==> src/rtl/addsub_nbits_seq.sv <==
// Multi-cycle signed add/sub with start/done handshake and overflow/carry flags.
// Define SEC_ADDSUB_SATURATE_EN to saturate on overflow instead of returning zero.
module addsub_nbits_seq #(
  parameter int WIDTH   = 8,
  parameter int LATENCY = 4
) (
  input  logic             clk,
  input  logic             rst,
  input  logic             start,
  input  logic             op,
  input  logic [WIDTH-1:0] a,
  input  logic [WIDTH-1:0] b,
  output logic             busy,
  output logic             done,
  output logic [WIDTH-1:0] result,
  output logic             ovf,
  output logic             cout
);

  localparam int CW = $clog2(LATENCY + 1);
  localparam logic [CW-1:0] LAST = CW'(LATENCY);
  localparam int MSB = WIDTH - 1;

  typedef enum logic {
    IDLE,
    RUN
  } state_t;

  state_t           state;
  logic [CW-1:0]    cnt;
  logic [WIDTH-1:0] a_q;
  logic [WIDTH-1:0] b_q;
  logic             op_q;

  logic [WIDTH-1:0] bb;
  logic [WIDTH-1:0] sum;
  logic             carry;
  logic             v;
  logic [WIDTH-1:0] res_nxt;

  // Subtraction as a + ~b + 1, all from the latched operands.
  always_comb begin
    bb = op_q ? ~b_q : b_q;
    {carry, sum} = {1'b0, a_q} + {1'b0, bb}
                 + {{WIDTH{1'b0}}, op_q};
    v = (a_q[MSB] == bb[MSB]) && (sum[MSB] != a_q[MSB]);
    res_nxt = sum;
    if (v) begin
`ifdef SEC_ADDSUB_SATURATE_EN
      res_nxt = a_q[MSB] ? {1'b1, {(WIDTH-1){1'b0}}}
                         : {1'b0, {(WIDTH-1){1'b1}}};
`else
      res_nxt = '0;
`endif
    end
  end

  always_ff @(posedge clk) begin
    if (rst) begin
      state  <= IDLE;
      cnt    <= '0;
      a_q    <= '0;
      b_q    <= '0;
      op_q   <= 1'b0;
      busy   <= 1'b0;
      done   <= 1'b0;
      result <= '0;
      ovf    <= 1'b0;
      cout   <= 1'b0;
    end else if (start) begin
      // A start in any state aborts whatever is in flight.
      state  <= RUN;
      cnt    <= CW'(1);
      a_q    <= a;
      b_q    <= b;
      op_q   <= op;
      busy   <= 1'b1;
      done   <= 1'b0;
      result <= '0;
      ovf    <= 1'b0;
      cout   <= 1'b0;
    end else begin
      done <= 1'b0;
      unique case (state)
        IDLE: begin
          cnt <= '0;
        end
        RUN: begin
          if (cnt == LAST) begin
            state  <= IDLE;
            cnt    <= '0;
            busy   <= 1'b0;
            done   <= 1'b1;
            result <= res_nxt;
            ovf    <= v;
            cout   <= carry;
          end else begin
            cnt <= cnt + CW'(1);
          end
        end
        default: begin
          state <= IDLE;
          cnt   <= '0;
          busy  <= 1'b0;
        end
      endcase
    end
  end

endmodule
==> config.mk <==
export PLATFORM = sky130hd
export DESIGN_NAME = addsub_nbits_seq
export DESIGN_NICKNAME = d
export VERILOG_FILES = /design/src/rtl/addsub_nbits_seq.sv
export SDC_FILE = /design/constraint.sdc
export NUM_CORES = 1
export LEC_CHECK = 0
export ABC_AREA = 1
export BUFFER_PORTS_ARGS = -buffer_cell sky130_fd_sc_hd__buf_2
export CAP_MARGIN = 30
export CORE_MARGIN = 3
export CORE_UTILIZATION = 35
export CTS_BUF_LIST = sky130_fd_sc_hd__clkbuf_8
export CTS_CLUSTER_DIAMETER = 80
export DETAILED_ROUTE_END_ITERATION = 8
export PLACE_DENSITY = 0.58
export SLEW_MARGIN = 20
export SYNTH_ARGS = -nofsm -noshare
export SYNTH_HDL_FRONTEND = slang
export SYNTH_SLANG_ARGS = --single-unit
==> constraint.sdc <==
create_clock -name clk -period 3.7 [get_ports clk]
set_input_delay 0.555 -clock clk [delete_from_list [all_inputs] [get_ports clk]]
set_output_delay 0.555 -clock clk [all_outputs]
set_load 0.02 [all_outputs]
======== Word-level counts from Yosys, hierarchy flattened ========
Cells that the tools add are included.
operators by class
  $add $sub $neg .......................... 3
  eq/ne operators ......................... 3
  muxes and demuxes ....................... 12
  bitwise operators ....................... 2
  reduce and logical (&&, ||, !) cells .... 7
operators with widths
  cell                   number
  $mux W8                2
  $add A8 B8 Y9          1
  $add A9 B1 Y9          1
  $mux W1                8
  $not A8 Y8             1
  $pmux W3 S2            1
  $reduce_and A2 Y1      2
  $reduce_bool A2 Y1     2
  $add A3 B1 Y3 const B  1
  $eq A3 B3 Y1 const B   1
  $mux W3                1
  $reduce_or A3 Y1       1
  $reduce_or A2 Y1       1
  $eq A1 B1 Y1           1
  $logic_and A1 B1 Y1    1
  $ne A1 B1 Y1           1
  $not A1 Y1             1
storage, ports and cells
  register bits after elaboration ......... 33
  output and inout port bits .............. 12

======== Logic depth before layout (Yosys ltp) ========
Gate-level depths: netlist of run 1.
  word-level depth ........................ 7
  mapped depth ............................ 13
  depth with buffers taken out ............ 13

======== Worst setup path after synthesis of run 1 ========
No wires, ideal clock.
  path type ............................... reg2reg
  start point ............................. register op_q
  end point ............................... register result[5]
  setup time .............................. 0.070 ns
  arrival time ............................ 1.645 ns
  path slack .............................. 1.985 ns
  cell stages (with the launch flop) ...... 14
  path buffers ............................ 1
  clock period less this slack ............ 1.715 ns
  cells stage by stage .................... dfxtp_1 -> buf_6 -> xnor2_1 -> inv_1 -> ha_1 -> nand2_1 -> clkinv_2 -> nand2_4 -> nand2_4 -> nand2_4 -> nand2_4 -> nand2_4 -> nand4_1 -> a21oi_1
between the ends
  cells in the longest elaborated chain, start to end .. 6
  elaborated cells between the ends (all ways) .. 7
  classes of those cells .................. add/sub: 2; eq/ne: 2; mux: 2; reduce/logical: 1
RTL lines
  item                    line  RTL
  start, declared         33    logic op_q;
  start signal, assigned  76    op_q <= op;
  $mux W8                 43    bb = op_q ? ~b_q : b_q;
  $add A8 B8 Y9           44    {carry, sum} = {1'b0, a_q} + {1'b0, bb}
  $add A9 B1 Y9           45    + {{WIDTH{1'b0}}, op_q};
  $ne A1 B1 Y1            46    v = (a_q[MSB] == bb[MSB]) && (sum[MSB] != a_q[MSB]);
  $logic_and A1 B1 Y1     46
  $mux W8 (*)             48    if (v) begin
  end signal, assigned    94    result <= res_nxt;
  end, declared           15    output logic [WIDTH-1:0] result,
Every way passes the cells marked *; elsewhere a longest branch is shown, timed or not.
A chain may end at the register's enable or synchronous reset.

======== Final worst setup path of run 1 ========
Ends and elaborated chain as after synthesis.

==> results.md, run 1 <==
* Status: finished, final reports clean
* CTS root buffer: clkbuf_8
* Commonest cells in the netlist: nand2_1, nor2_1, dfxtp_1
* Nets at 292
* Post-DRT Antenna Nets at 0
* Cell with the most instances after synthesis: nand2_1
* CTS Buffer Depth at 2
* P_leak at 0.00104 uW
* Hold-fix buffers, CTS at 0
* RSZ-0062 raised after global routing: no
* Largest net degree at the start of global routing at 22
* Yosys warns at 0
* CP Max Fanout at 9
* Rel. slew slack at 0.704
* Crit-path max cell delay at 0.60 ns
* N_diodes at 0
* Fin crit share at 0.553
* First-pass GRT wire length at 6.19 mm
* Hold EP: result[3]
* Gate power share at 0.185
* Slew Limit Fails at 0
* Seq/Total Area, Yosys at 0.379
* Die X at 76.6 um
* Setup_tns at 0 ns
* Syn avg cell area at 7.51 sq um
* Synth area leaders: dfxtp_1, nand2_1, nor2_1, ha_1, o21ai_0
* Mux contribution to synthesized area at 0
* Hold Path Class: reg -> reg
* Synth Net Count at 262
* Via Count at 1,496
* Pre-Repair DR Iteration Count at 4
* RePlAce Congestion at 0.877
* Synth Area in Compound Gates at 0.113
* Synth Cell Area at 1740 sq um
* Post_cts resized at 0
* Initial antenna violation count at 0
* FFs w/ async S/R, synth at 0
* Worst reg-to-reg setup slack at 1.65 ns
* Xor-xnor portion of the synthesized cell area at 0.0503
* Combinational family with the most area after synthesis: simple AND/OR/NAND/NOR gates
* Die area at 5860 sq um
* CTS tree: built
* Area delta synth->final at 17.9%
* Synth Area in Simple Gates at 0.291
* Clock transition at path regs at 0.07 ns
* #FFs+latches synth at 33
* Post-DR wirelength/cell at 10.6 um
* Sw Share at 0.273
* Worst-skew pair later-pin latency at 0.28 ns
* Top Ports at 32
* HP Start: result[3]
* FF-to-FF End: result[5]
* Peak VDD IR at 0.000221 V
* Critical path required time at 3.91 ns
* Overall Global Routing Usage at 0.129
* Final hold viol count at 0
* H-tree depth at 2
* Yosys cell types at 28
* Critical path startpoint category: flop
* # setup viols final at 0
* Tightest Pin Transition at 0.443 ns
* Setup bufs post-CTS at 0
* P_int at 652 uW
* Slowest CP cell: dfxtp_1
* DP HPWL at 2.69 mm
* Instance count of the mapped netlist at 232
* Routed Wire Length at 3.50 mm
* Post-layout min period at 2.05 ns
* Top cell type's share of synthesized area at 0.379
* Setup crit end kind: flop
* Post-DR vias/cell at 4.53
* Core ar. at 4750 sq um
* Port bufs at 31
* Ys flop type: dfxtp_1
* Reg2reg start: op_q
* Clock share of power at 0.388
* Crit path top cell by count: nand2_4
* Worst clock skew at 0.00433 ns
* Vias in the first global route at 1,403
* DRC viols at 0
* Place WS at 1.67 ns
* Initial Util at 0.367
* WP data arrival at 2.26 ns
* Worst Slack Setup Final at 1.65 ns
* Synth Area in Adders at 0.0761
* Final total power at 896 uW
* Row Count at 25
* Die outline height at 76.6 um
* CTS sink count at 33
* Largest area contributor in the netlist: dfxtp_1
* Kind of critical path: reg -> reg
* Reg2Reg Depth at 12
* Total global routing overflow at 0
* MaxCap Viol Count at 0
* NetSw at 245 uW
* Initial drt markers at 75
* CP cell instances: xnor2_1 > inv_1 > ha_1 > nand2_1 > clkinv_2 > nand2_4 > nand2_4 > nand2_4 > nand2_4 > nand2_4 > nand4_1 > a21oi_1
* Flop pwr share at 0.427
* Fraction of layout cells with a size suffix above 1 at 0.221
* CTS buffer count at 5
* Pwr dens at 436 nW/um^2
* Hold path depth at 2
* Number of synthesized flops with an enable pin at 0
* Fmax achieved at 489 MHz
==> layout by cell type, fill, tap and decap left out, types with 2 or more instances in the layout <==
cell,netlist,layout
a21oi_1,15,15
buf_2,1,31
clkbuf_8,0,6
dfxtp_1,33,33
ha_1,9,9
inv_1,20,21
inv_2,8,8
nand2_1,40,40
nand2_4,7,7
nand3_1,5,5
nand3b_1,2,2
nand4_1,9,9
nor2_1,37,37
o21ai_0,16,16
o21ai_1,4,4
xnor2_1,3,3
xor2_1,7,7
==> worst max-delay path: cells and delay by family (launching register included) <==
family | cells | cell delay [ns]
AO/OA/AOI/OAI | 1 | 0.14
XOR/XNOR | 1 | 0.24
adder cells (fa/ha/maj) | 1 | 0.28
buffers and inverters | 2 | 0.15
flip-flops | 1 | 0.60
AND/OR/NAND/NOR | 7 | 0.57
==> power by group through the flow <==
stage                     sequential [uW]  clock (uW)  combinational [uW]
final                                 383         348                 166
after global placement                391           0                 166
after detailed placement              391           0                 167
after global routing                  385         378                 193
after CTS                             383         359                 168
after floorplan                       387           0                 132
==> registers in the layout, summed over array words and instances, names as in the netlist <==
signal	count
a_q	8
b_q	8
result	8
cnt	3
busy	1
cout	1
done	1
op_q	1
ovf	1
state	1
==> worst max path at each step <==
stage          startpoint   endpoint  slack (ns)  cells after the start
2_1_floorplan        op_q  result[5]        1.99                     13
3_3_place_gp         op_q  result[0]        1.70                     12
3_5_place_dp         op_q  result[5]        1.67                     12
4_1_cts              op_q  result[5]        1.64                     12
5_1_grt              op_q  result[1]        1.44                     12
6_report             op_q  result[5]        1.65                     12
==> through the flow <==
step / std cells / area [sq um] / utilization / hold WS (ns)
2_1_floorplan: 232 / 1740 / - / 0.446
3_3_place_gp: 322 / 1940 / 0.408 / 0.453
3_5_place_dp: 322 / 1940 / 0.408 / 0.453
4_1_cts: 330 / 2060 / 0.432 / 0.464
5_1_grt: 330 / 2060 / 0.432 / 0.481
6_report: 330 / 2060 / 0.432 / 0.464
==> logic make-up (layout without fill, tap and decap cells) <==
logic type,Yosys count,in the layout
DFF,33,33
and+or+nand+nor,103,103
buffers and inverters,38,69
xor gates and xnor gates,10,10
adders and majority gates,10,10
AOI/OAI and AO/OA,38,38
==> metal layers <==
layer | GRT usage | wire length, um | vias up
met5 | 0 | 0 | -
met4 | 0.0380 | 21 | 0
met3 | 0.0426 | 167 | 2
met2 | 0.197 | 1520 | 26
met1 | 0.174 | 1800 | 671
li1 | - | - | 797
==> layout make-up <==
class,instances,area (sq um)
multi-input combinational,161,926
sequential,33,661
fill,534,2700
tap,67,83.8
timing repair buffer,31,155
clock buffer,6,82.6
clock inverter,2,33.8
inverter,30,114
Power figures use the tool's default switching activity.
==> inputs of run 2 (changes only) <==
--- a/config.mk
+++ b/config.mk
@@ -13,7 +13,7 @@
 export CTS_BUF_LIST = sky130_fd_sc_hd__clkbuf_8
 export CTS_CLUSTER_DIAMETER = 80
 export DETAILED_ROUTE_END_ITERATION = 8
-export PLACE_DENSITY = 0.58
+export PLACE_DENSITY = 0.6
 export SLEW_MARGIN = 20
 export SYNTH_ARGS = -nofsm -noshare
 export SYNTH_HDL_FRONTEND = slang
==> constraint.sdc (replaced) <==
create_clock -name clk -period 1.75 [get_ports clk]
set_input_delay 0.2625 -clock clk [delete_from_list [all_inputs] [get_ports clk]]
set_output_delay 0.2625 -clock clk [all_outputs]
set_load 0.02 [all_outputs]
==> results.md, run 2 (synthesis results as in run 1) <==
* Status: complete, but fails checks
* Failing checks: setup timing
* Rel. slew slack at 0.739
* Met3 routed WL at 215 um
* Post-layout min period at 1.82 ns
* Hold-fix buffers, CTS at 0
* # setup viols final at 8
* Final core area utilization at 0.466
* M1 WL at 1.72 mm
* Core ar. at 4750 sq um
* Top Ports at 32
* MaxCap Viol Count at 0
* Critical path startpoint category: flop
* Fin crit share at 1.04
* Kind of critical path: reg -> reg
* Fill cell count at 503
* Final Cell Area at 2220 sq um
* Critical path required time at 1.96 ns
* N_diodes at 0
* Fraction of layout cells with a size suffix above 1 at 0.302
* CP Max Fanout at 8
* Peak VDD IR at 0.000598 V
* Fmax achieved at 549 MHz
* DRC viols at 0
* RePlAce Congestion at 0.805
* Port bufs at 31
* CTS buffer count at 5
* P_leak at 0.00111 uW
* Tightest Pin Transition at 0.391 ns
* Commonest non-fill, non-tap cells in the layout: nor2_1, nand2_1, dfxtp_1
* P_int at 1430 uW
* DP HPWL at 2.71 mm
* H-tree depth at 2
* Die X at 76.6 um
* Row Count at 25
* Area delta synth->final at 27.1%
* Met2 wire len at 1.59 mm
* Final hold viol count at 0
* Overall Global Routing Usage at 0.135
* Post-DR vias/cell at 4.49
* Initial Util at 0.367
* Nets at 304
* Slew Limit Fails at 0
* Via Count at 1,535
* Largest net degree at the start of global routing at 22
* Post-DRT Antenna Nets at 0
* NetSw at 540 uW
* Routed Wire Length at 3.57 mm
* Biggest regs: a_q (8), b_q (8), result (8)
* Worst Slack Setup Final at -0.0714 ns
* Initial drt markers at 59
* Worst clock skew at 0.00348 ns
* CTS sink count at 33
* WP data arrival at 2.03 ns
* Die area at 5860 sq um
* Gate power share at 0.221
* Initial antenna violation count at 0
* Worst-skew pair later-pin latency at 0.28 ns
* CTS Buffer Depth at 2
* Clock transition at path regs at 0.06 ns
* Hold Path Class: in -> reg
* Clock share of power at 0.369
* Pwr dens at 888 nW/um^2
* Top sig layer: met4
* RSZ-0062 raised after global routing: yes
* Post-DR wirelength/cell at 10.5 um
* Final total power at 1970 uW
* First-pass GRT wire length at 6.45 mm
* Flop pwr share at 0.409
* Commonest non-fill, non-tap cell in the layout: nor2_1
* Die outline height at 76.6 um
* Setup crit end kind: flop
* Total global routing overflow at 0
* Placed inst area at 2020 sq um
* CTS root buffer: clkbuf_8
* Sw Share at 0.274
* Pre-Repair DR Iteration Count at 4
* Vias in the first global route at 1,495
* CTS tree: built
-- run 2: cell count changes in the layout (fill, tap and decap cells not counted), moves of 3 or more --
cell and delta:
buf_4 +11, nand2_1 -6, nand2_2 +6, nand3_1 -3
nand3_2 +3
-- run 2: final cells by class --
type                            instances  area (sq um)  area share
Clock buffer                            6          82.6      0.0373
Inverter                               30           114      0.0514
Tap cell                               67          83.8      0.0378
Multi-Input combinational cell        161           991       0.447
Clock inverter                          2          33.8      0.0152
Timing Repair Buffer                   43           249       0.112
Sequential cell                        33           662       0.299
-- run 2: worst max-delay path: stages (launching register included) --
cell	delay, ns
dfxtp_2	0.33
buf_6	0.13
xor2_1	0.15
ha_1	0.33
a21oi_2	0.23
nor2_4	0.07
nor2_8	0.11
nand2_4	0.09
nand2_8	0.09
nand4_1	0.08
a21oi_1	0.15
-- run 2: final timing paths --
kind | startpoint | endpoint | slack [ns] | depth (start not counted)
hold / removal | a[0] | a_q[0] | 0.20 | 3
hold reg to reg | busy | busy | 0.46 | 2
setup / recovery | op_q | result[2] | -0.07 | 10
setup reg to reg | op_q | result[2] | -0.07 | 10
-- run 2: timing repair --
item / CTS / global route
resized for setup: 6 / 10
buffers inserted: 0 / 1
setup endpoints to repair: 9 / 10
pin swaps: 4 / 11
-- run 2: metrics by stage --
stage / TNS (ns) / instances / hold slack, ns / worst slack, ns
2_1_floorplan: 0 / 232 / 0.332 / 0.0350
3_3_place_gp: -0.350 / 333 / 0.451 / -0.0615
3_5_place_dp: -0.488 / 333 / 0.452 / -0.0743
4_1_cts: -0.354 / 341 / 0.194 / -0.0597
5_1_grt: -1.57 / 342 / 0.201 / -0.193
6_report: -0.403 / 342 / 0.200 / -0.0714
-- run 2: metal layers --
layer / GRT usage / up-vias
met5: 0 / -
met4: 0.0489 / 0
met3: 0.0402 / 6
met2: 0.216 / 28
met1: 0.172 / 678
li1: - / 823
-- run 2: power groups by stage --
stage	sequential, uW	clock [uW]	combinational [uW]
6_report	806	726	436
4_1_cts	806	749	408
3_5_place_dp	822	0	396
5_1_grt	810	787	501
3_3_place_gp	823	0	392
2_1_floorplan	818	0	279
==> inputs of run 3 (changes only) <==
--- a/config.mk
+++ b/config.mk
@@ -14,6 +14,7 @@
 export CTS_CLUSTER_DIAMETER = 80
 export DETAILED_ROUTE_END_ITERATION = 8
 export PLACE_DENSITY = 0.6
+export SKIP_CTS_REPAIR_TIMING = 1
 export SLEW_MARGIN = 20
 export SYNTH_ARGS = -nofsm -noshare
 export SYNTH_HDL_FRONTEND = slang
==> results.md, run 3 (synthesis results as in run 1) <==
* Status: complete, but fails checks
* Failing checks: setup timing
* Tightest Pin Transition at 0.404 ns
* Peak VDD IR at 0.000617 V
* WP data arrival at 2.04 ns
* DRC viols at 0
* Vias in the first global route at 1,513
* Initial drt markers at 51
* Critical path required time at 1.97 ns
* Post-DR wirelength/cell at 10.5 um
* Crit-path max cell delay at 0.34 ns
* Worst reg-to-reg setup slack at -0.07 ns
* Worst-skew pair later-pin latency at 0.28 ns
* Reg2reg start: op_q
* # setup viols final at 8
* Top delay family on crit path: simple AND/OR/NAND/NOR gates
* Reg2Reg Depth at 10
* Pwr dens at 878 nW/um^2
* Biggest regs: a_q (8), b_q (8), result (8)
* Gate power share at 0.228
* Fraction of layout cells with a size suffix above 1 at 0.322
* Slowest CP cell: dfxtp_2
* CTS tree: built
* Commonest non-fill, non-tap cells in the layout: nor2_1, nand2_1, dfxtp_1
* Row Count at 25
* CTS root buffer: clkbuf_8
* Clock share of power at 0.366
* Setup crit end kind: flop
* Rel. slew slack at 0.731
* N_diodes at 0
* Initial Util at 0.367
* Post-layout min period at 1.82 ns
* Hold EP: a_q[0]
* P_leak at 0.00111 uW
* Post-DRT Antenna Nets at 0
* Die outline height at 76.6 um
* Total global routing overflow at 0
* Routed Wire Length at 3.59 mm
* MaxCap Viol Count at 0
* Buf+Inv Stages, Crit Path at 1
* Die X at 76.6 um
* Via Count at 1,541
* CP cell instances: buf_6 > xor2_1 > ha_1 > a21oi_2 > nor2_4 > nor2_8 > nand2_4 > nand2_8 > nand4_1 > a21oi_1
* First-pass GRT wire length at 6.48 mm
* Top sig layer: met4
* Hold path depth at 3
* M1 WL at 1.75 mm
* Top Ports at 32
* P_int at 1440 uW
* Die area at 5860 sq um
* Final hold viol count at 0
* CTS buffer count at 5
* Fin crit share at 1.04
* Final Cell Area at 2260 sq um
* Worst Slack Setup Final at -0.0703 ns
* Fill cell count at 498
* DP HPWL at 2.71 mm
* Largest net degree at the start of global routing at 22
* Sw Share at 0.276
* NetSw at 548 uW
* Port bufs at 31
* CP Max Fanout at 8
* Post-DR vias/cell at 4.49
* Met3 routed WL at 182 um
* Setup_tns at -0.415 ns
* Area delta synth->final at 29.9%
* Hold Path Class: in -> reg
* Clock transition at path regs at 0.07 ns
* Core ar. at 4750 sq um
* CTS Buffer Depth at 2
* Fmax achieved at 549 MHz
* Met2 wire len at 1.61 mm
* Critical path startpoint category: flop
* Initial antenna violation count at 0
* Flop pwr share at 0.406
* H-tree depth at 2
* Commonest non-fill, non-tap cell in the layout: nor2_1
* Worst clock skew at 0.00370 ns
* Slew Limit Fails at 0
* FF-to-FF End: result[0]
* HP Start: a[0]
* Overall Global Routing Usage at 0.136
* Nets at 305
* RePlAce Congestion at 0.805
* Kind of critical path: reg -> reg
* Dpl cells at 333
* Finished Layout Cells at 343
* Placed inst area at 2020 sq um
* RSZ-0062 raised after global routing: yes
* Pre-Repair DR Iteration Count at 4
* CTS sink count at 33
* Place WS at -0.0743 ns
-- run 3: per-stage QoR --
step / hold WS (ns) / total power [uW] / utilization
floorplan: 0.332 / 1100 / -
global placement: 0.451 / 1220 / 0.425
detailed placement: 0.452 / 1220 / 0.425
CTS: 0.194 / 1950 / 0.450
global route: 0.201 / 2120 / 0.476
finish: 0.199 / 1990 / 0.476
-- run 3: worst max path at each step --
stage,endpoint,cells past startpoint,start
2_1_floorplan,result[5],13,op_q
3_3_place_gp,result[5],10,op_q
3_5_place_dp,result[0],10,op_q
4_1_cts,result[0],10,op_q
5_1_grt,result[4],12,op_q
6_report,result[0],10,op_q
-- run 3: power by group through the flow --
stage | combinational, uW | sequential, uW | clock [uW]
final | 454 | 807 | 728
after global routing | 521 | 811 | 787
after CTS | 398 | 805 | 749
after detailed placement | 396 | 822 | 0
after global placement | 392 | 823 | 0
after floorplan | 279 | 818 | 0
-- run 3: area by class of cell --
type,instances,area (sq um),share of cell area
sequential,33,662,0.292
timing repair buffer,44,264,0.117
clock inverter,2,33.8,0.0149
clock buffer,6,82.6,0.0365
tap,67,83.8,0.0370
multi-input combinational,161,1020,0.452
inverter,30,114,0.0503
-- run 3: metal layers --
metal	up-vias	global-route usage
li1	824	-
met1	682	0.173
met2	29	0.217
met3	6	0.0402
met4	0	0.0489
met5	-	0
-- run 3: worst min-delay path: stages --
cell and delay (ns):
buf_2 0.07, nor2_1 0.03, nor2_1 0.08
